==> src/rtl/bi_seg_encoder_if.sv <==
// bi_seg_encoder_if: word source, encoded bus and statistics signals of the bus-invert encoder
interface bi_seg_encoder_if #(
    parameter int WIDTH = 32,
    parameter int SEGMENTS = 4,
    parameter int CNT_W = 32
);
    logic [WIDTH-1:0] in_data;
    logic in_valid;
    logic in_ready;
    logic bi_en;
    logic [WIDTH-1:0] out_data;
    logic [SEGMENTS-1:0] out_inv;
    logic out_valid;
    logic out_ready;
    logic stat_clr;
    logic [CNT_W-1:0] toggle_cnt;
    modport slave (
        input in_data, in_valid, bi_en, out_ready, stat_clr,
        output in_ready, out_data, out_inv, out_valid, toggle_cnt
    );
    modport master (
        output in_data, in_valid, bi_en, out_ready, stat_clr,
        input in_ready, out_data, out_inv, out_valid, toggle_cnt
    );
endinterface

==> src/rtl/bi_seg_encoder.sv <==
// bi_seg_encoder: segmented bus-invert encoder with valid/ready flow control and toggle statistics
module bi_seg_encoder #(
    parameter int WIDTH = 32,
    parameter int SEGMENTS = 4,
    parameter int CNT_W = 32
) (
    input logic clk,
    input logic rst,
    bi_seg_encoder_if.slave io_bus
);
    localparam int SW = WIDTH / SEGMENTS;
    localparam int DW = $clog2(SW + 2);
    localparam int TW = $clog2(WIDTH + SEGMENTS + 1);
    localparam int SUM_W = (CNT_W > TW ? CNT_W : TW) + 1;
    logic [WIDTH-1:0] r_data, w_data;
    logic [SEGMENTS-1:0] r_inv, w_inv;
    logic r_valid, w_acc;
    logic [CNT_W-1:0] r_cnt, w_cnt_next;
    logic [DW-1:0] w_d;
    logic [TW-1:0] w_t;
    logic [SUM_W-1:0] w_sum;
    assign io_bus.in_ready = !r_valid || io_bus.out_ready;
    assign w_acc = io_bus.in_valid && (!r_valid || io_bus.out_ready);
    assign io_bus.out_data = r_data;
    assign io_bus.out_inv = r_inv;
    assign io_bus.out_valid = r_valid;
    assign io_bus.toggle_cnt = r_cnt;
    // Encode each slice against what the bus currently carries, its own invert line included
    always_comb begin
        w_data = io_bus.in_data;
        w_inv = '0;
        w_d = '0;
        for (int k = 0; k < SEGMENTS; k++) begin
            w_d = DW'($countones(io_bus.in_data[k*SW +: SW] ^ r_data[k*SW +: SW])) + DW'(r_inv[k]);
            w_inv[k] = io_bus.bi_en && (({w_d, 1'b0} > (DW+1)'(SW + 1)) ||
                       (({w_d, 1'b0} == (DW+1)'(SW + 1)) && r_inv[k]));
            w_data[k*SW +: SW] = w_inv[k] ? ~io_bus.in_data[k*SW +: SW] : io_bus.in_data[k*SW +: SW];
        end
    end
    // Toggles the new word drives onto the bus, accumulated with saturation
    always_comb begin
        w_t = TW'($countones({w_inv, w_data} ^ {r_inv, r_data}));
        w_sum = SUM_W'(r_cnt) + SUM_W'(w_t);
        w_cnt_next = (w_sum > SUM_W'({CNT_W{1'b1}})) ? '1 : w_sum[CNT_W-1:0];
    end
    // Bus register: load on accept, drop valid once consumed, data holds its last value
    always_ff @(posedge clk or posedge rst) begin
        if (rst) begin
            r_data <= '0;
            r_inv <= '0;
            r_valid <= 1'b0;
        end else if (w_acc) begin
            r_data <= w_data;
            r_inv <= w_inv;
            r_valid <= 1'b1;
        end else if (io_bus.out_ready) begin
            r_valid <= 1'b0;
        end
    end
    // Toggle counter: a clear discards the toggles of a coincident accept
    always_ff @(posedge clk or posedge rst) begin
        if (rst) r_cnt <= '0;
        else r_cnt <= io_bus.stat_clr ? '0 : w_acc ? w_cnt_next : r_cnt;
    end
endmodule

==> src/flat_wrapper.sv <==
// flat-port wrapper written by rule: the top's interface ports become plain ports
module bi_seg_encoder_flat 
#(
    parameter int WIDTH = 32,
    parameter int SEGMENTS = 4,
    parameter int CNT_W = 32
)
  (clk, rst, io_bus_in_data, io_bus_in_valid, io_bus_bi_en, io_bus_out_ready, io_bus_stat_clr, io_bus_in_ready, io_bus_out_data, io_bus_out_inv, io_bus_out_valid, io_bus_toggle_cnt);
  bi_seg_encoder_if #(.WIDTH(WIDTH), .SEGMENTS(SEGMENTS), .CNT_W(CNT_W)) io_bus_i ();
  input logic clk;
  input logic rst;
  input wire logic [$bits(io_bus_i.in_data)-1:0] io_bus_in_data;
  input wire logic [$bits(io_bus_i.in_valid)-1:0] io_bus_in_valid;
  input wire logic [$bits(io_bus_i.bi_en)-1:0] io_bus_bi_en;
  input wire logic [$bits(io_bus_i.out_ready)-1:0] io_bus_out_ready;
  input wire logic [$bits(io_bus_i.stat_clr)-1:0] io_bus_stat_clr;
  output wire logic [$bits(io_bus_i.in_ready)-1:0] io_bus_in_ready;
  output wire logic [$bits(io_bus_i.out_data)-1:0] io_bus_out_data;
  output wire logic [$bits(io_bus_i.out_inv)-1:0] io_bus_out_inv;
  output wire logic [$bits(io_bus_i.out_valid)-1:0] io_bus_out_valid;
  output wire logic [$bits(io_bus_i.toggle_cnt)-1:0] io_bus_toggle_cnt;
  assign io_bus_i.in_data = io_bus_in_data;
  assign io_bus_i.in_valid = io_bus_in_valid;
  assign io_bus_i.bi_en = io_bus_bi_en;
  assign io_bus_i.out_ready = io_bus_out_ready;
  assign io_bus_i.stat_clr = io_bus_stat_clr;
  assign io_bus_in_ready = io_bus_i.in_ready;
  assign io_bus_out_data = io_bus_i.out_data;
  assign io_bus_out_inv = io_bus_i.out_inv;
  assign io_bus_out_valid = io_bus_i.out_valid;
  assign io_bus_toggle_cnt = io_bus_i.toggle_cnt;
  bi_seg_encoder #(.WIDTH(WIDTH), .SEGMENTS(SEGMENTS), .CNT_W(CNT_W)) u_core (.clk(clk), .rst(rst), .io_bus(io_bus_i));
endmodule
==> config.mk <==
export PLATFORM = sky130hd
export DESIGN_NAME = bi_seg_encoder_flat
export DESIGN_NICKNAME = d
export VERILOG_FILES = /design/src/rtl/bi_seg_encoder_if.sv /design/src/rtl/bi_seg_encoder.sv /design/src/flat_wrapper.sv
export SDC_FILE = /design/constraint.sdc
export NUM_CORES = 1
export LEC_CHECK = 0
export CELL_PAD_IN_SITES_DETAIL_PLACEMENT = 2
export CELL_PAD_IN_SITES_GLOBAL_PLACEMENT = 2
export CORE_MARGIN = 2
export CORE_UTILIZATION = 37
export DETAILED_ROUTE_END_ITERATION = 7
export DONT_BUFFER_PORTS = 1
export PLACE_DENSITY_LB_ADDON = 0.1
export SLEW_MARGIN = 0
export SYNTH_ARGS = -nofsm -noshare
export SYNTH_HDL_FRONTEND = slang
export SYNTH_SLANG_ARGS = --single-unit
==> constraint.sdc <==
create_clock -name clk -period 9.58 [get_ports clk]
set_clock_uncertainty 0.1 [all_clocks]
set_input_delay 0.958 -clock clk [delete_from_list [all_inputs] [get_ports clk]]
set_output_delay 0.958 -clock clk [all_outputs]
set_load 0.05 [all_outputs]
==> flow_summary.ini <==
[run]
drv_cap = 0

[cts]
cts_tree = built
cts.sinks = 69
clk_pin_slew_worst_paths_ns = 0.06
cts.path.max_buffers = 2
cts_htree_levels = 3
cts_buffers = 9
cts_root_buf = clkbuf_16
clk_latency_ns = 0.35

[logic_synthesis]
synth_cell_type_count = 59
synth_flop_cell = dfrtp_1
synth_edf_count = 0
async_flop_share_pct = 100
netlist_area_sq_um = 6480
synth.yosys.warnings = 0
synth_area_per_cell_sq_um = 9.87
syn-num-nets = 801
netlist_instances = 657
yosysTopAreaCell = dfrtp_1
yosysSeqAreaShare_pct = 26.6
yosys-top-cells-area = dfrtp_1 27%, fa_1 15%, ha_1 11%, xor2_1 9.2%, xnor2_1 5.7%
synth_top_cell_area_share_pct = 26.6
ys_ff_latch = 69

[global_route]
track_usage_pct = 22.5
first_global_vias = 6160
grtUsageMet1_pct = 27.6
gr-usage-met2_pct = 40.2
grt_overflow = 0
grt_antenna_before_repair = 0
grt_busiest_layer = met2
met3_usage_pct = 3.69
grt_pass1_wl_um = 32200
grt_max_degree = 85

[worst_hold_path]
worstHoldEndpoint = u_core.io_bus.toggle_cnt[20]
hold_start = io_bus_stat_clr
hold_class = primary input to flip-flop
holdPathStages = 1

[sta]
final.period_utilization_pct = 101
period_minus_slack_ns = 9.64
fin_setup_tns_ns = -0.179
slew_headroom_pct = 35.5
hold_slack_ns = 0.565
tightest_slew_ns = 0.968
hold_viol_final = 0
setup_viol = 6
max_freq_mhz = 104
rsz0062_at_grt = true
slew_violations = 0
setup_slack_ns = -0.0649

[worst_setup_path]
r2r_start = u_core.io_bus.out_data[30]
rr_endpoint = u_core.io_bus.toggle_cnt[30]
start_kind = primary input
cp-end-kind = flip-flop
r2r_slack_ns = 0.10
slowest_delay_ns = 0.59
cp.arrival_ns = 9.80
crit_type = primary input to flip-flop
crit_start = io_bus_in_data[31]
crit_path_frequent_cell = fa_1
ff2ff_path_depth = 33
worstPathRequired_ns = 9.73
crit_path_max_fanout = 4
cp_slowest_cell = fa_2

[status]
run_status = finished with violations
failed_checks = negative setup slack

[routing]
drc = 0
drtIter0Drc = 177
wl_per_cell_um = 20.8
via_per_inst = 5.26
wl_um = 20600
vias = 5227
drt-pass1-iter-count = 4
final_antenna_net_count = 0

[finish]
multi_input_area_sq_um = 5070
fillers = 1754
finalNetCount = 907
seq_area_sq_um = 1730
area_delta_synth_final_pct = 31.8
final_common_cell = buf_4
final_cell_mix = 108 x buf_4, 69 x dfrtp_1, 54 x nand2_1
drive_above_1_share_pct = 33.2
diodes = 0

[die]
die_w_um = 136
dieArea_sq_um = 18600
coreArea_sq_um = 17200
start_util_pct = 37.6
num_rows = 48
pin_count = 108
die_h_um = 136

[placement]
gp_congestion = 0.790
dp_slack_ns = -0.497
portBuffers = 0
place_hpwl_um = 15200
-- flip-flops by register name, summed over array words and instances, names as in the netlist --
name                      count
u_core.io_bus.out_valid       1
u_core.io_bus.out_data       32
u_core.io_bus.toggle_cnt     32
u_core.io_bus.out_inv         4
-- worst max-delay path, delay by kind of cell --
kind / cells / cell delay, ns
buffers and inverters: 8 / 0.88
adders and majority gates: 14 / 5.88
AOI/OAI and AO/OA: 6 / 1.22
xor gates and xnor gates: 4 / 0.62
and+or+nand+nor: 1 / 0.22
-- final cells by class --
cell class              count  area share, %
clock inverters             4          0.556
repair buffers            120           11.2
flip-flops and latches     69           20.2
multi-input cells         505           59.3
well taps                 225           3.29
clock buffers              12           2.88
inverters                  58           2.61
-- per-stage QoR --
stage | std cells | area (sq um) | utilization, %
global placement | 964 | 7610 | 44.1
global route | 993 | 8550 | 49.6
CTS | 983 | 8060 | 46.8
floorplan | 657 | 6660 | -
finish | 993 | 8550 | 49.6
detailed placement | 964 | 7610 | 44.1
-- metal layers --
metal	up-vias	wire length, um
met5	-	0
met4	0	291
met3	15	740
met2	93	11100
met1	2692	8470
li1	2427	-
-- logic make-up after synthesis --
group	synth area share, %
buffers and inverters	5.17
and+or+nand+nor	12.5
muxes	0.926
DFF	26.6
AOI/OAI and AO/OA	13.7
xor gates and xnor gates	14.9
adders and majority gates	26.2
-- what timing repair did --
action,4_1_cts,5_1_grt
hold buffers,0,0
pin swaps,13,32
gates cloned,0,0
resized for setup,20,75
endpoints found under the setup margin,15,32
buffers inserted,3,10
-- worst max-delay path by stage --
stage	end	slack, ns	cells past startpoint
after floorplan	u_core.io_bus.toggle_cnt[10]	0.003	37
after global placement	u_core.io_bus.toggle_cnt[22]	-0.11	33
after detailed placement	u_core.io_bus.toggle_cnt[22]	-0.50	33
after CTS	u_core.io_bus.toggle_cnt[15]	0.01	35
after global routing	u_core.io_bus.toggle_cnt[22]	-0.43	32
final	u_core.io_bus.toggle_cnt[30]	-0.06	33
-- cell usage after synthesis, drive strengths merged (6+ instances only) --
library cell,n
nor3,18
buf,13
nand3,14
xnor2,42
nand2,57
a21oi,19
dfrtp,69
mux2i,6
nand4,13
a31oi,13
and3,6
inv,58
clkbuf,11
and2,6
ha,56
nor2,16
o21ai,54
xor2,68
fa,50
o21a,7
Power is left out: the tool's default activity adds up to more than one toggle a clock period on the data nets, which glitch-free logic cannot reach.
